[src/rtl/mdu_pkg.sv]
// mdu_pkg: op encodings, FSM states and sign helpers shared by mdu_unit and the EX stage.
package mdu_pkg;
    localparam logic [2:0] MDU_MULT  = 3'd0;
    localparam logic [2:0] MDU_MULTU = 3'd1;
    localparam logic [2:0] MDU_DIV   = 3'd2;
    localparam logic [2:0] MDU_DIVU  = 3'd3;
    localparam logic [2:0] MDU_MADD  = 3'd4;
    localparam logic [2:0] MDU_MADDU = 3'd5;
    localparam logic [2:0] MDU_MSUB  = 3'd6;
    localparam logic [2:0] MDU_MSUBU = 3'd7;

    typedef enum logic [2:0] {
        S_IDLE, S_MUL, S_ACC, S_DSETUP, S_DITER, S_FIX, S_DONE
    } mdu_state_e;

    function automatic logic mdu_signed(input logic [2:0] op);
        return ~op[0];
    endfunction

    function automatic logic mdu_is_div(input logic [2:0] op);
        return op[2:1] == 2'b01;
    endfunction

    // Whether a value must be negated to take its magnitude, or to restore its sign afterwards.
    function automatic logic mdu_neg(input logic sgn, input logic msb);
        return sgn & msb;
    endfunction
endpackage

[src/rtl/mdu_div_core.sv]
// mdu_div_core: restoring radix-2 divider on magnitudes, one quotient bit per cycle.
module mdu_div_core
    import mdu_pkg::*;
#(
    parameter int W = 32
) (
    input  logic         clk,
    input  logic         rst,
    input  logic         start_i,
    input  logic         cancel_i,
    input  logic [W-1:0] dvd_i,
    input  logic [W-1:0] dvs_i,
    output logic         done_o,
    output logic [W-1:0] quo_o,
    output logic [W-1:0] rem_o
);
    localparam int CW = $clog2(W);

    logic          run_q, last;
    logic [CW-1:0] cnt_q;
    logic [W-1:0]  quo_q, rem_q, dvs_q;
    logic [W:0]    rem_sh, diff;

    assign rem_sh = {rem_q, quo_q[W-1]};
    assign diff   = rem_sh - {1'b0, dvs_q};
    assign last   = cnt_q == CW'(W - 1);
    assign done_o = run_q & last;
    assign quo_o  = quo_q;
    assign rem_o  = rem_q;

    always_ff @(posedge clk) begin
        if (rst) begin
            run_q <= 1'b0;
            cnt_q <= '0;
            quo_q <= '0;
            rem_q <= '0;
            dvs_q <= '0;
        end else if (cancel_i) begin
            run_q <= 1'b0;
            cnt_q <= '0;
        end else if (start_i) begin
            run_q <= 1'b1;
            cnt_q <= '0;
            quo_q <= dvd_i;
            rem_q <= '0;
            dvs_q <= dvs_i;
        end else if (run_q) begin
            rem_q <= diff[W] ? rem_sh[W-1:0] : diff[W-1:0];
            quo_q <= {quo_q[W-2:0], ~diff[W]};
            cnt_q <= last ? '0 : cnt_q + CW'(1);
            run_q <= ~last;
        end
    end
endmodule

[src/rtl/mdu_unit.sv]
// mdu_unit: iterative HI/LO multiply/divide unit with start/busy/valid handshake.
// MDU_ACCUM_EN builds the MADD/MSUB accumulate stage; otherwise ops 4-7 pass {hi_i,lo_i} through.
module mdu_unit
    import mdu_pkg::*;
#(
    parameter int W = 32
) (
    input  logic           clk,
    input  logic           rst,
    input  logic           start_i,
    input  logic [2:0]     op_i,
    input  logic [W-1:0]   opa_i,
    input  logic [W-1:0]   opb_i,
    input  logic [W-1:0]   hi_i,
    input  logic [W-1:0]   lo_i,
    input  logic           cancel_i,
    output logic           busy_o,
    output logic           valid_o,
    output logic [2*W-1:0] result_o,
    output logic           div_zero_o
);
    mdu_state_e     state_q, state_d;
    logic           sgn_q, acc_q, dz_q, dz_d;
    logic [W-1:0]   a_q, b_q, hi_q, lo_q;
    logic [2*W-1:0] result_q, result_d;
    logic           accept, core_start, core_cancel, core_done, a_neg, b_neg;
    logic [W-1:0]   a_mag, b_mag, dvd, dvs, quo, rem, quo_s, rem_s;
    logic [2*W-1:0] prod_mag, prod;

    assign accept     = state_q == S_IDLE && start_i;
    assign a_neg      = mdu_neg(sgn_q, a_q[W-1]);
    assign b_neg      = mdu_neg(sgn_q, b_q[W-1]);
    assign a_mag      = a_neg ? -a_q : a_q;
    assign b_mag      = b_neg ? -b_q : b_q;
    assign prod_mag   = {{W{1'b0}}, a_mag} * {{W{1'b0}}, b_mag};
    assign prod       = (a_neg ^ b_neg) ? -prod_mag : prod_mag;
    assign quo_s      = (a_neg ^ b_neg) ? -quo : quo;
    assign rem_s      = a_neg ? -rem : rem;
    // The divider loads straight from the ports at accept, so DSETUP already runs iteration 0.
    assign dvd        = mdu_neg(mdu_signed(op_i), opa_i[W-1]) ? -opa_i : opa_i;
    assign dvs        = mdu_neg(mdu_signed(op_i), opb_i[W-1]) ? -opb_i : opb_i;
    assign core_start = accept && mdu_is_div(op_i);
    assign core_cancel = (cancel_i && state_q != S_IDLE) || (state_q == S_DSETUP && b_q == '0);

    mdu_div_core #(.W(W)) u_div (
        .clk      (clk),
        .rst      (rst),
        .start_i  (core_start),
        .cancel_i (core_cancel),
        .dvd_i    (dvd),
        .dvs_i    (dvs),
        .done_o   (core_done),
        .quo_o    (quo),
        .rem_o    (rem)
    );

`ifdef MDU_ACCUM_EN
    logic           sub_q;
    logic [2*W-1:0] prod_q, acc;
    assign acc = sub_q ? {hi_q, lo_q} - prod_q : {hi_q, lo_q} + prod_q;
    always_ff @(posedge clk) begin
        if (accept) sub_q <= op_i[1];
        if (state_q == S_MUL) prod_q <= prod;
    end
`endif

    always_ff @(posedge clk) begin
        if (rst) begin
            state_q  <= S_IDLE;
            result_q <= '0;
            dz_q     <= 1'b0;
        end else begin
            state_q  <= state_d;
            result_q <= result_d;
            dz_q     <= dz_d;
        end
    end

    always_ff @(posedge clk) begin
        if (accept) begin
            sgn_q <= mdu_signed(op_i);
            acc_q <= op_i[2];
            a_q   <= opa_i;
            b_q   <= opb_i;
            hi_q  <= hi_i;
            lo_q  <= lo_i;
        end
    end

    always_comb begin
        state_d = state_q;
        case (state_q)
            S_IDLE:   state_d = start_i ? (mdu_is_div(op_i) ? S_DSETUP : S_MUL) : S_IDLE;
`ifdef MDU_ACCUM_EN
            S_MUL:    state_d = acc_q ? S_ACC : S_DONE;
            S_ACC:    state_d = S_DONE;
`else
            S_MUL:    state_d = S_DONE;
`endif
            S_DSETUP: state_d = b_q == '0 ? S_DONE : S_DITER;
            S_DITER:  state_d = core_done ? S_FIX : S_DITER;
            S_FIX:    state_d = S_DONE;
            default:  state_d = S_IDLE;
        endcase
        if (cancel_i && state_q != S_IDLE) state_d = S_IDLE;
    end

    always_comb begin
        result_d = result_q;
        dz_d     = dz_q;
        if (!cancel_i) begin
            case (state_q)
`ifdef MDU_ACCUM_EN
                S_MUL: if (!acc_q) begin
                    result_d = prod;
                    dz_d     = 1'b0;
                end
                S_ACC: begin
                    result_d = acc;
                    dz_d     = 1'b0;
                end
`else
                S_MUL: begin
                    result_d = acc_q ? {hi_q, lo_q} : prod;
                    dz_d     = 1'b0;
                end
`endif
                S_DSETUP: if (b_q == '0) begin
                    result_d = {a_q, {W{1'b1}}};
                    dz_d     = 1'b1;
                end
                S_FIX: begin
                    result_d = {rem_s, quo_s};
                    dz_d     = 1'b0;
                end
                default: ;
            endcase
        end
    end

    assign busy_o     = state_q != S_IDLE;
    assign valid_o    = state_q == S_DONE;
    assign result_o   = result_q;
    assign div_zero_o = dz_q;
endmodule
[config.mk]
export PLATFORM = sky130hd
export DESIGN_NAME = mdu_unit
export DESIGN_NICKNAME = d
export VERILOG_FILES = /design/src/rtl/mdu_pkg.sv /design/src/rtl/mdu_div_core.sv /design/src/rtl/mdu_unit.sv
export SDC_FILE = /design/constraint.sdc
export NUM_CORES = 2
export LEC_CHECK = 0
export ABC_CLOCK_PERIOD_IN_PS = 18800
export BUFFER_PORTS_ARGS = -buffer_cell sky130_fd_sc_hd__buf_2
export CORE_ASPECT_RATIO = 1.75
export CORE_MARGIN = 2
export CORE_UTILIZATION = 59
export DETAILED_ROUTE_END_ITERATION = 10
export GPL_ROUTABILITY_DRIVEN = 0
export PLACE_DENSITY = 0.77
export SETUP_SLACK_MARGIN = 0.05
export SYNTH_ARGS = -nofsm -noshare
export SYNTH_HDL_FRONTEND = slang
export SYNTH_HIERARCHICAL = 1
export SYNTH_SLANG_ARGS = --single-unit
[constraint.sdc]
create_clock -name clk -period 18.8 [get_ports clk]
set_input_delay 3.76 -clock clk [delete_from_list [all_inputs] [get_ports clk]]
set_output_delay 3.76 -clock clk [all_outputs]
set_load 0.005 [all_outputs]
==> out/summary.json <==
{
  "outcome": {"value": "finished clean"},
  "grt_first_pass_wirelength": {"value": 279300, "unit": "um"},
  "detailedPlace.worstSlack": {"value": 6.162, "unit": "ns"},
  "setup_viol_count_final": {"value": 0},
  "syn-cell-area": {"value": 52140, "unit": "um2"},
  "htree_num_levels": {"value": 1},
  "synth.distinct_cells": {"value": 89},
  "synth-seq-area-share": {"value": 14.01, "unit": "%"},
  "finalWorstPathRequiredPeriod": {"value": 13.54, "unit": "ns"},
  "area_delta_synth_final": {"value": 6.810, "unit": "%"},
  "drt.antenna.violating_nets": {"value": 0},
  "cp_slowest_stage_delay": {"value": 1.00, "unit": "ns"},
  "worst_setup_path_end_kind": {"value": "register"},
  "fmaxAchievable": {"value": 73.85, "unit": "MHz"},
  "global_route.overflow_total": {"value": 0},
  "timing.slew.headroom": {"value": 11.43, "unit": "%"},
  "path_clk_slew": {"value": 0.10, "unit": "ns"},
  "dpl.hpwl": {"value": 144800, "unit": "um"},
  "cts_sinks": {"value": 300},
  "critical_path.most_common_cell": {"value": "sky130_fd_sc_hd__fa_1"},
  "postSynthRegisterBits": {"value": 300},
  "final_util": {"value": 63.47, "unit": "%"},
  "die_y": {"value": 397.3, "unit": "um"},
  "worst_setup_path_startpoint": {"value": "a_q[0]"},
  "root_buffer": {"value": "sky130_fd_sc_hd__clkbuf_16"},
  "placementRows": {"value": 144},
  "wl_per_cell": {"value": 24.68, "unit": "um"},
  "initial_util": {"value": 59.42, "unit": "%"},
  "drt_first_iter_violations": {"value": 4535},
  "numCtsBuffers": {"value": 24},
  "standard_cell_with_the_maximum_stage_delay_on_the_critical_path": {"value": "sky130_fd_sc_hd__xor2_1"},
  "synthesis.instances": {"value": 6156},
  "startpoint_of_the_most_critical_hold_path": {"value": "u_div/dvs_q[14]"},
  "port_buffers": {"value": 201},
  "finalClockSkew": {"value": 0.03406, "unit": "ns"},
  "ctsResizeCount": {"value": 0},
  "post_route_clock_period_utilization": {"value": 72.02, "unit": "%"},
  "cts.path.max_buffers": {"value": 3},
  "synth_largest_area_cell": {"value": "sky130_fd_sc_hd__fa_1"},
  "drt_wl_total": {"value": 182200, "unit": "um"},
  "setup_repair_after_global_routing_missed_its_margin": {"value": "no"},
  "route.vias.total": {"value": 46930},
  "crit_required": {"value": 19.23, "unit": "ns"},
  "slew_violations": {"value": 0},
  "io-pin-count": {"value": 202},
  "final.setup.worst_slack": {"value": 5.259, "unit": "ns"},
  "setup_tns": {"value": 0, "unit": "ns"},
  "report.final.hold_viol_count": {"value": 0},
  "timing.critical_path.arrival": {"value": 13.97, "unit": "ns"},
  "drive_gt1_share": {"value": 7.681, "unit": "%"},
  "synth_area_leaders": {"value": "sky130_fd_sc_hd__fa_1 34%, sky130_fd_sc_hd__edfxtp_1 7.5%, sky130_fd_sc_hd__ha_1 7.3%, sky130_fd_sc_hd__inv_1 6.9%, sky130_fd_sc_hd__dfxtp_1 6.5%"},
  "critPathKind": {"value": "reg2reg"},
  "post_synthesis_net_count": {"value": 7492},
  "synth_top_flop_cell": {"value": "sky130_fd_sc_hd__dfxtp_1"},
  "first_global_vias": {"value": 48690},
  "cts_tree": {"value": "done"},
  "worstSkewPairLatency": {"value": 0.59, "unit": "ns"},
  "yosys_warnings": {"value": 6},
  "placeableCoreArea": {"value": 87740, "unit": "um2"},
  "synth_enable_flop_cells": {"value": 130},
  "worst_r2r_startpoint": {"value": "a_q[0]"},
  "mean_post_synth_cell_area": {"value": 8.470, "unit": "um2"},
  "worst_setup_path_start_kind": {"value": "register"},
  "pin_count_of_the_biggest_net_entering_global_routing": {"value": 80},
  "cts-hold-fix-buffers": {"value": 0},
  "nFillCells": {"value": 7387},
  "hold_path_class": {"value": "reg2reg"},
  "critPathMaxFanout": {"value": 24},
  "vias_per_cell": {"value": 6.358},
  "drtPass1Iterations": {"value": 8},
  "chipWidth": {"value": 228.7, "unit": "um"},
  "async_reset_ff_share": {"value": 0, "unit": "%"},
  "design.final.nets": {"value": 7528},
  "cap_viol_max_count": {"value": 0},
  "synth_top_area_share": {"value": 34.44, "unit": "%"},
  "dieArea": {"value": 90860, "unit": "um2"},
  "drt_drc": {"value": 0},
  "worst_pin_slew": {"value": 1.327, "unit": "ns"},
  "post-cts-setup-buffers": {"value": 0},
  "grt_antenna_before_repair": {"value": 8},
  "track_usage": {"value": 40.62, "unit": "%"}
}
==> critical path, delay by kind of cell (launching register included) <==
| kind | cells | cell delay, ns |
|---|---|---|
| fa+ha+maj | 10 | 4.68 |
| buf+inv | 5 | 0.64 |
| flops | 1 | 0.42 |
| xor+xnor | 3 | 1.56 |
| compound gates | 10 | 4.24 |
| simple gates | 8 | 1.81 |
==> final cells by class <==
class                      count  area (um2)  share of cell area (%)
clock buffer                  29       650.6                   1.168
inverter                     962        3611                   6.484
multi-input combinational   4573       40510                   72.74
antenna                        3       7.507                 0.01348
sequential                   300        7307                   13.12
clock inverter                15       160.2                  0.2876
tap                         1168        1461                   2.624
timing repair buffer         331        1984                   3.563
==> cell families after synthesis <==
group,after synthesis,synth area share (%)
muxes,41,0.7871
xor gates and xnor gates,358,6.028
buffers and inverters,1283,9.364
adders and majority gates,1201,41.74
AOI/OAI and AO/OA,889,11.17
and+or+nand+nor,2084,16.91
DFF,300,14.01
==> metal layers <==
layer	vias to the layer above	GRT usage (%)	part of all wire (%)
met4	10	36.72	12
met2	3322	69.03	48
met3	1237	8.486	10
li1	19650	-	-
met1	22710	42.31	30
met5	-	0	0.042
==> synth_stat cells, types with 130 or more instances <==
cell type,n
sky130_fd_sc_hd__edfxtp_1,130
sky130_fd_sc_hd__a21oi_1,258
sky130_fd_sc_hd__fa_1,897
sky130_fd_sc_hd__dfxtp_1,170
sky130_fd_sc_hd__nand2_1,808
sky130_fd_sc_hd__clkbuf_1,287
sky130_fd_sc_hd__xnor2_1,199
sky130_fd_sc_hd__nor2_1,849
sky130_fd_sc_hd__ha_1,304
sky130_fd_sc_hd__xor2_1,158
sky130_fd_sc_hd__inv_1,961
sky130_fd_sc_hd__o21ai_0,185
==> worst paths after layout <==
path | to | slack (ns) | cells past startpoint
worst max-delay path | result_o[56] | 5.26 | 36
worst min-delay path | u_div/dvs_q[14] | 0.46 | 2
worst max register to register | result_o[56] | 5.26 | 36
worst min register to register | u_div/dvs_q[14] | 0.46 | 2
==> sequential cells by signal, summed over array words and instances (netlist names), 3 cells and up <==
register,count
u_div/dvs_q,32
u_div/rem_o,32
b_q,32
state_q,3
result_o,64
a_q,32
lo_q,32
u_div/quo_o,32
hi_q,32
u_div/cnt_q,5
==> cells in the final DEF, fill, tap and decap left out, drive strengths merged, types with 21 or more instances in the layout <==
cell type  instances
or2               22
o21a              21
o21ai            189
a21oi            260
nand4             39
and3              27
fa               897
mux2i             41
a21o              39
nor4              37
xnor2            199
xor2             159
or3               35
dfxtp            170
nand2            808
nor2             849
nand2b            28
o31ai             43
and2              39
inv              963
ha               304
a211oi            69
nor3             109
nand3             30
edfxtp           130
o211ai            59
buf              331
clkbuf            29
==> stage by stage <==
step	cells	area, um2	hold WS (ns)
final	7381	55690	0.4566
after global routing	7378	55680	0.4690
after CTS	7378	55680	0.4578
after detailed placement	7334	54870	0.4472
after global placement	7334	54870	0.4431
after floorplan	6156	52140	0.4363
Power is left out: the tool's default activity adds up to more than one toggle a clock period on the data nets, which glitch-free logic cannot reach.
